==> src/rtl/adc_peak_window_monitor_pkg.sv <==
// Shared definitions for the ADC peak window monitor.
// The package holds the FSM state encoding that the top level uses. The same
// encoding is exported on the debug port so that checkers can bind to it.
package adc_peak_window_monitor_pkg;

  // IDLE: the monitor is disabled and the accumulators are held clear.
  // RUN:  the monitor accumulates samples and closes a window each time the
  //       remaining-sample count reaches one.
  typedef enum logic {
    ST_IDLE = 1'b0,
    ST_RUN  = 1'b1
  } state_e;

endpackage

==> src/rtl/adc_peak_window_ch.sv <==
// One channel of the peak window monitor.
// Accumulates the running peak, a saturating full-scale hit count and a sticky
// over-threshold flag. At a window end the final values, which include the
// sample present on that edge, are copied to the latched outputs. The
// accumulators restart on the same edge.
// Ports:
//   clk, rst     clock and asynchronous active-high reset
//   sample_i     this cycle's channel maximum (unsigned)
//   thresh_i     live over-threshold level
//   acc_en_i     the sample on this edge belongs to a window
//   win_end_i    this edge closes the window (only meaningful with acc_en_i)
//   peak_o       latched window peak
//   sat_cnt_o    latched full-scale sample count
//   over_o       latched over-threshold flag
module adc_peak_window_ch #(
  parameter int W  = 8,
  parameter int SW = 16
) (
  input  logic          clk,
  input  logic          rst,
  input  logic [W-1:0]  sample_i,
  input  logic [W-1:0]  thresh_i,
  input  logic          acc_en_i,
  input  logic          win_end_i,
  output logic [W-1:0]  peak_o,
  output logic [SW-1:0] sat_cnt_o,
  output logic          over_o
);

  logic [W-1:0]  acc_peak_q, fin_peak;
  logic [SW-1:0] acc_sat_q, fin_sat;
  logic          acc_over_q, fin_over;
  logic [W-1:0]  peak_q;
  logic [SW-1:0] sat_q;
  logic          over_q;

  // Window totals that include the current edge's sample.
  always_comb begin
    fin_peak = (sample_i > acc_peak_q) ? sample_i : acc_peak_q;
    fin_sat  = acc_sat_q;
    // The count holds at all-ones instead of wrapping back to zero.
    if ((sample_i == '1) && (acc_sat_q != '1)) begin
      fin_sat = acc_sat_q + SW'(1);
    end
    fin_over = acc_over_q | (sample_i > thresh_i);
  end

  always_ff @(posedge clk or posedge rst) begin
    if (rst) begin
      acc_peak_q <= '0;
      acc_sat_q  <= '0;
      acc_over_q <= 1'b0;
      peak_q     <= '0;
      sat_q      <= '0;
      over_q     <= 1'b0;
    end else begin
      // A dropped enable discards the partial window. A window end starts the
      // next window from scratch.
      if (!acc_en_i || win_end_i) begin
        acc_peak_q <= '0;
        acc_sat_q  <= '0;
        acc_over_q <= 1'b0;
      end else begin
        acc_peak_q <= fin_peak;
        acc_sat_q  <= fin_sat;
        acc_over_q <= fin_over;
      end
      if (acc_en_i && win_end_i) begin
        peak_q <= fin_peak;
        sat_q  <= fin_sat;
        over_q <= fin_over;
      end
    end
  end

  assign peak_o    = peak_q;
  assign sat_cnt_o = sat_q;
  assign over_o    = over_q;

endmodule

==> src/rtl/adc_peak_window_monitor.sv <==
// ADC peak window monitor, top level.
// This block reduces the per-cycle channel maxima over a programmable window.
// At each window end it reports the peak, the full-scale hit count and the
// over-threshold flag for every channel. It then pulses peak_valid_o.
// Ports:
//   clk, rst       clock and asynchronous active-high reset
//   adc_max_i      per-cycle maxima, channel c at [c*W +: W]
//   en_i           monitor enable (level)
//   win_len_i      window length in cycles (0 behaves as 1)
//   thresh_i       over-threshold level shared by all channels
//   peak_o         latched per-channel window peak
//   sat_cnt_o      latched per-channel full-scale count
//   over_o         latched per-channel over-threshold flag
//   peak_valid_o   one-cycle strobe after the latched outputs update
//   busy_o         high while in RUN
//   dbg_state_o    current FSM state
// Handshake: there is no back-pressure. peak_valid_o is a pure strobe, and the
// latched outputs are stable from the strobe until the next window end.
module adc_peak_window_monitor
  import adc_peak_window_monitor_pkg::*;
#(
  parameter int ADC_DATA_WIDTH = 8,
  parameter int NUM_CH         = 2,
  parameter int WIN_WIDTH      = 16,
  parameter int SAT_CNT_WIDTH  = 16
) (
  input  logic                              clk,
  input  logic                              rst,
  input  logic [ADC_DATA_WIDTH*NUM_CH-1:0]  adc_max_i,
  input  logic                              en_i,
  input  logic [WIN_WIDTH-1:0]              win_len_i,
  input  logic [ADC_DATA_WIDTH-1:0]         thresh_i,
  output logic [ADC_DATA_WIDTH*NUM_CH-1:0]  peak_o,
  output logic [SAT_CNT_WIDTH*NUM_CH-1:0]   sat_cnt_o,
  output logic [NUM_CH-1:0]                 over_o,
  output logic                              peak_valid_o,
  output logic                              busy_o,
  output state_e                            dbg_state_o
);

  state_e               state_q;
  logic [WIN_WIDTH-1:0] rem_q;
  logic [WIN_WIDTH-1:0] len_eff, rem_now;
  logic                 win_end;
  logic                 busy_q, valid_q;

  // rem_now counts the samples still owed to the window, including the sample
  // on this edge. The edge that leaves IDLE takes the first sample, so in IDLE
  // the count comes straight from win_len_i.
  always_comb begin
    len_eff = (win_len_i == '0) ? WIN_WIDTH'(1) : win_len_i;
    rem_now = (state_q == ST_RUN) ? rem_q : len_eff;
    win_end = en_i && (rem_now == WIN_WIDTH'(1));
  end

  always_ff @(posedge clk or posedge rst) begin
    if (rst) begin
      state_q <= ST_IDLE;
      rem_q   <= '0;
      busy_q  <= 1'b0;
      valid_q <= 1'b0;
    end else begin
      valid_q <= win_end;
      case (state_q)
        ST_IDLE: begin
          if (en_i) begin
            state_q <= ST_RUN;
            busy_q  <= 1'b1;
            rem_q   <= win_end ? len_eff : rem_now - WIN_WIDTH'(1);
          end else begin
            rem_q <= '0;
          end
        end
        ST_RUN: begin
          if (!en_i) begin
            state_q <= ST_IDLE;
            busy_q  <= 1'b0;
            rem_q   <= '0;
          end else begin
            // A new win_len_i is picked up only at a window boundary.
            rem_q <= win_end ? len_eff : rem_now - WIN_WIDTH'(1);
          end
        end
        default: begin
          state_q <= ST_IDLE;
          busy_q  <= 1'b0;
          rem_q   <= '0;
        end
      endcase
    end
  end

  for (genvar c = 0; c < NUM_CH; c++) begin : g_ch
    adc_peak_window_ch #(
      .W  (ADC_DATA_WIDTH),
      .SW (SAT_CNT_WIDTH)
    ) u_ch (
      .clk       (clk),
      .rst       (rst),
      .sample_i  (adc_max_i[c*ADC_DATA_WIDTH +: ADC_DATA_WIDTH]),
      .thresh_i  (thresh_i),
      .acc_en_i  (en_i),
      .win_end_i (win_end),
      .peak_o    (peak_o[c*ADC_DATA_WIDTH +: ADC_DATA_WIDTH]),
      .sat_cnt_o (sat_cnt_o[c*SAT_CNT_WIDTH +: SAT_CNT_WIDTH]),
      .over_o    (over_o[c])
    );
  end

  assign peak_valid_o = valid_q;
  assign busy_o       = busy_q;
  assign dbg_state_o  = state_q;

endmodule

==> config.mk <==
export PLATFORM = sky130hd
export DESIGN_NAME = adc_peak_window_monitor
export DESIGN_NICKNAME = d
export VERILOG_FILES = /design/src/rtl/adc_peak_window_monitor_pkg.sv /design/src/rtl/adc_peak_window_ch.sv /design/src/rtl/adc_peak_window_monitor.sv
export SDC_FILE = /design/constraint.sdc
export NUM_CORES = 1
export LEC_CHECK = 0
export ABC_AREA = 1
export ABC_CLOCK_PERIOD_IN_PS = 3290
export BUFFER_PORTS_ARGS = -buffer_cell sky130_fd_sc_hd__buf_4
export CORE_AREA = 3 3 104 180
export DETAILED_ROUTE_END_ITERATION = 10
export DIE_AREA = 0 0 107 183
export PLACE_DENSITY = 0.63
export SKIP_LAST_GASP = 1
export SLEW_MARGIN = 20
export SYNTH_ARGS = -nofsm -noshare
export SYNTH_HDL_FRONTEND = slang
export SYNTH_SLANG_ARGS = --single-unit
==> constraint.sdc <==
create_clock -name clk -period 3.29 [get_ports clk]
set_input_delay 0.329 -clock clk [delete_from_list [all_inputs] [get_ports clk]]
set_output_delay 0.329 -clock clk [all_outputs]
set_load 0.1 [all_outputs]
Yosys cells after proc, flatten, opt, wreduce, memory -nomap -nowiden --
Cells that the tools add are included.
Word-level totals: output and inout bits 53, flip-flop bits (word level) 119
Cells by class: add/sub/neg operators 3, bitwise logic cells 3, magnitude comparators 4, muxes and demuxes 18, equal/unequal tests 7, reductions and logical operators 8
Operator list (number):
- $mux 16 | 8
- $add 16x1->16 const B | 2
- $gt 8x8->1 | 4
- $mux 8 | 4
- $ne 16x16->1 const B | 2
- $eq 16x1->1 const B | 1
- $eq 8x8->1 const B | 2
- $logic_not 16->1 | 1
- $sub 16x1->16 const B | 1
- $mux 1 | 5
- $logic_and 1x1->1 | 4
- $ne 2x2->1 const B | 2
- $or 1x1->1 | 2
- $pmux 1 s2 | 1
- $reduce_and 2->1 | 1
- $logic_not 1->1 | 1
- $logic_or 1x1->1 | 1
- $not 1->1 | 1

Logic depth before layout (Yosys ltp) --
depth after elaboration 7, gate-level depth with buffers 18, depth with buffers taken out 17

Modules after synthesis --
From an unflattened synthesis, not the netlist that was laid out.
Unflattened totals: cell total of the unflattened synthesis 1038, area, all modules 7385.8 um^2
Modules (own cells, without submodules):
- adc_peak_window_ch | instances 2, cells each 408, area an instance 2946.6 um^2, sequential area each 1251.2 um^2
- adc_peak_window_monitor | instances 1, cells each 222, area an instance 1492.7 um^2, sequential area each 475.5 um^2

Least setup slack after synthesis --
Ideal clock, no wire load.
kind flip-flop to flip-flop, start register state_q, in the netlist dbg_state_o, end register g_ch[0].u_ch.acc_peak_q[4], data required time 3216 ps, arrival time 2681 ps, clock period less this slack 2754 ps, stages on the path, launching flop included 16, setup slack 536 ps, setup time 74 ps, path through dfrtp_1 buf_6 inv_2 or2_2 nand2_1 inv_1 ha_1 nand3_1 nor2_2 nand2_4 inv_4 nor2_4 inv_2 buf_6 buf_6 a21oi_2
On the way: cells in the longest elaborated chain, start to end 5
RTL lines:
- start, declared | RTL line adc_peak_window_monitor.sv:41 | state_e state_q;
- start signal, assigned | RTL line adc_peak_window_monitor.sv:58 | state_q <= ST_IDLE;
- start signal, assigned | RTL line adc_peak_window_monitor.sv:67 | state_q <= ST_RUN;
- start signal, assigned | RTL line adc_peak_window_monitor.sv:76 | state_q <= ST_IDLE;
- $mux 16 | RTL line adc_peak_window_monitor.sv:52 | rem_now = (state_q == ST_RUN) ? rem_q : len_eff;
- $eq 16x1->1 | RTL line adc_peak_window_monitor.sv:53 | win_end = en_i && (rem_now == WIN_WIDTH'(1));
- $logic_and 1x1->1 | RTL line adc_peak_window_monitor.sv:53
- $logic_or 1x1->1 | RTL line adc_peak_window_ch.sv:59 | if (!acc_en_i || win_end_i) begin
- $mux 8 | RTL line adc_peak_window_ch.sv:59
- end signal, assigned | RTL line adc_peak_window_ch.sv:64 | acc_peak_q <= fin_peak;
- end, declared | RTL line adc_peak_window_ch.sv:30 | logic [W-1:0] acc_peak_q, fin_peak;
No other way between the ends. A chain may end at the register's enable or synchronous reset.

Final worst setup path --
start register state_q, in the netlist dbg_state_o, end register g_ch[0].u_ch.acc_peak_q[3]
Same word-level chain as after synthesis.

==> impl_metrics.env <==
export IMPL_grt_start_max_net_pins=66
export IMPL_drv_slew=0
export IMPL_grt_pass1_vias=5987
export IMPL_hold_ws_ps=51.09
export IMPL_postCtsSetupBuffers=0
export IMPL_worstSetupStartpointType="flip-flop"
export IMPL_firstDrtPassIters=5
export IMPL_clk_latency_ps=420
export IMPL_pin_count=96
export IMPL_final_period_utilization=0.8383
export IMPL_fin_area_um2=8468
export IMPL_synth_top_area_share=0.4339
export IMPL_n_fill_cell=1728
export IMPL_outcome="completed"
export IMPL_period_needed_ps=2758
export IMPL_finClkSkew_ps=12.45
export IMPL_required_ps=3630
export IMPL_syn_nets=938
export IMPL_clock_sinks=119
export IMPL_path_class="reg2reg"
export IMPL_fin_tns_setup_ps=0
export IMPL_critPathMaxFanout=28
export IMPL_core_um2=17540
export IMPL_path_clk_slew_ps=70
export IMPL_synth_area_um2=6863
export IMPL_die_w_um=107
export IMPL_synth_area_leaders="dfrtp_1 43%, nand2_1 11%, ha_1 6.4%"
export IMPL_grt_pass1_wl_mm=30.15
export IMPL_place_hpwl_mm=13.95
export IMPL_cts_max_level=4
export IMPL_yosysTopAreaCell="dfrtp_1"
export IMPL_end_kind="flip-flop"
export IMPL_synth_cell_types=42
export IMPL_gp_congestion=0.9167
export IMPL_grt_usage=0.1972
export IMPL_vdd_ir_drop_max_v=0.0003347
export IMPL_final_core_util=0.4829
export IMPL_antenna_found_initial=0
export IMPL_reg2reg_depth=12
export IMPL_cpMaxStageDelayCell="o21ai_0"
export IMPL_cts_tree="built"
export IMPL_fin_cells=1205
export IMPL_routed_wl_mm=18.40
export IMPL_syn_to_final_growth_pct=23.39
export IMPL_drtAntennaViolNets=0
export IMPL_max_stage_delay_ps=410
export IMPL_hp_class="in2async"
export IMPL_timing_rr_end="g_ch[0].u_ch.acc_peak_q[3]$_DFF_PP0_"
export IMPL_cts_inserted_buffers=17
export IMPL_clock_path_buffers=2
export IMPL_setup_viol_count_final=0
export IMPL_dieArea_um2=19580
export IMPL_drc_errors=0
export IMPL_finalNetCount=1039
export IMPL_synthCells=860
export IMPL_layout_drive_gt1_share=0.1889
export IMPL_ys_seq_area_frac=0.4339
export IMPL_synth_seq_cells=119
export IMPL_route_detailed_wl_per_inst_um=15.27
export IMPL_overflow=0
export IMPL_n_antenna_cell=0
export IMPL_power_density_nw_per_um2=492.4
export IMPL_slew_headroom=0.4917
export IMPL_numPortBuffers=95
export IMPL_chipHeight_um=183
export IMPL_final_common_cell="nand2_1"
export IMPL_cts_root_buf="clkbuf_16"
export IMPL_start_util=0.3913
export IMPL_hold_violations=0
export IMPL_dr_first_iter_drc_count=241
export IMPL_routed_via_density=4.964
export IMPL_syn_area_per_cell_um2=7.980
export IMPL_leakagePower_nw=4.094
export IMPL_timing_rr_start="dbg_state_o$_DFF_PP0_"
export IMPL_drv_cap=0
export IMPL_max_freq_ghz=0.3626
export IMPL_place_area_um2=7812
export IMPL_worstPathCellList="buf_4 > o21ai_0 > inv_1 > ha_1 > nand3_1 > nor2_2 > nand2_4 > inv_4 > nor2_4 > inv_2 > buf_12 > a21oi_1"
export IMPL_worstPathArrival_ps=3100
export IMPL_cts_resized_gates=0
export IMPL_via_count=5982
export IMPL_rsz0062_at_grt="false"
export IMPL_tightest_slew_ps=760.8
export IMPL_r2r_slack_ps=530
export IMPL_row_count=64
export IMPL_layout_common_cells="206 x nand2_1, 119 x dfrtp_1, 103 x buf_4"
export IMPL_yosys_warnings=0
export IMPL_ctsHoldBuffers=0
export IMPL_place_inst=1173
-- layout make-up --
class | count | area (um^2) | share of cell area
Clock buffer | 18 | 429.2 | 0.05068
Clock inverter | 14 | 226.5 | 0.02674
Inverter | 100 | 381.6 | 0.04507
Multi-Input combinational cell | 616 | 3311 | 0.3910
Sequential cell | 119 | 2978 | 0.3517
Tap cell | 231 | 289.0 | 0.03413
Timing Repair Buffer | 107 | 853.3 | 0.1008
-- synth_stat cells, drive strengths merged --
| library cell | count |
|---|---|
| mux2i | 2 |
| nand3 | 61 |
| a31oi | 1 |
| xnor2 | 2 |
| nor2 | 98 |
| o21a | 16 |
| and2 | 6 |
| clkbuf | 2 |
| nand4 | 24 |
| buf | 23 |
| or2 | 3 |
| nor4 | 1 |
| a21boi | 1 |
| inv | 100 |
| o21ai | 72 |
| a21o | 1 |
| xor2 | 20 |
| o211ai | 3 |
| o22ai | 1 |
| maj3 | 1 |
| o21bai | 2 |
| nor3 | 9 |
| dfrtp | 119 |
| nor3b | 1 |
| ha | 35 |
| a21oi | 42 |
| nand3b | 2 |
| nand2 | 212 |
-- critical path, delay by kind of cell (launching register included) --
family	cells	cell delay, ps
DFF	1	390
adders and majority gates	1	250
buffers and inverters	5	940
AOI/OAI and AO/OA	2	540
and+or+nand+nor	4	540
-- registers in the layout, summed over array words and instances, names as in the netlist --
name / cells
busy_o: 1
dbg_state_o: 1
g_ch.u_ch.acc_over_q: 2
g_ch.u_ch.acc_peak_q: 16
g_ch.u_ch.acc_sat_q: 32
g_ch.u_ch.over_o: 2
g_ch.u_ch.peak_o: 16
g_ch.u_ch.sat_cnt_o: 32
peak_valid_o: 1
rem_q: 16
-- worst max path at each step --
stage                     slack (ps)                   from                              endpoint
after CTS                        570  dbg_state_o$_DFF_PP0_  g_ch[0].u_ch.acc_peak_q[1]$_DFF_PP0_
after global routing             300  dbg_state_o$_DFF_PP0_  g_ch[0].u_ch.acc_peak_q[3]$_DFF_PP0_
after detailed placement         490           win_len_i[4]  g_ch[1].u_ch.acc_sat_q[15]$_DFF_PP0_
after floorplan                  540  dbg_state_o$_DFF_PP0_  g_ch[0].u_ch.acc_peak_q[4]$_DFF_PP0_
after global placement           530           win_len_i[4]  g_ch[1].u_ch.acc_sat_q[10]$_DFF_PP0_
final                            530  dbg_state_o$_DFF_PP0_  g_ch[0].u_ch.acc_peak_q[3]$_DFF_PP0_
-- power by group --
| part | switching, mW | internal (mW) | total, mW |
|---|---|---|---|
| Clock | 0.721 | 1.35 | 2.07 |
| Combinational | 0.383 | 0.179 | 0.562 |
| Sequential | 0.0227 | 1.51 | 1.54 |
| Total | 1.13 | 3.04 | 4.17 |
-- cells by family after synthesis --
group                      after synthesis  synth area share
and+or+nand+nor                        417            0.2651
AOI/OAI and AO/OA                      139            0.1211
buffers and inverters                  125           0.08368
DFF                                    119            0.4339
adders and majority gates               36           0.06527
xor gates and xnor gates                22           0.02808
muxes                                    2          0.002917
-- through the flow --
stage	power, mW	setup WS [ps]
finish	4.170	532.0
global route	4.350	300.6
CTS	4.224	566.8
detailed placement	2.128	488.9
global placement	2.124	526.7
floorplan	1.950	535.8
-- per-layer routing --
| layer | global-route usage | share of wire |
|---|---|---|
| met5 | 0 | 0 |
| met4 | 0.07732 | 0.024 |
| met3 | 0.03487 | 0.034 |
| met2 | 0.3708 | 0.55 |
| met1 | 0.2165 | 0.40 |
Note: power is estimated with default switching activity, not from simulation.
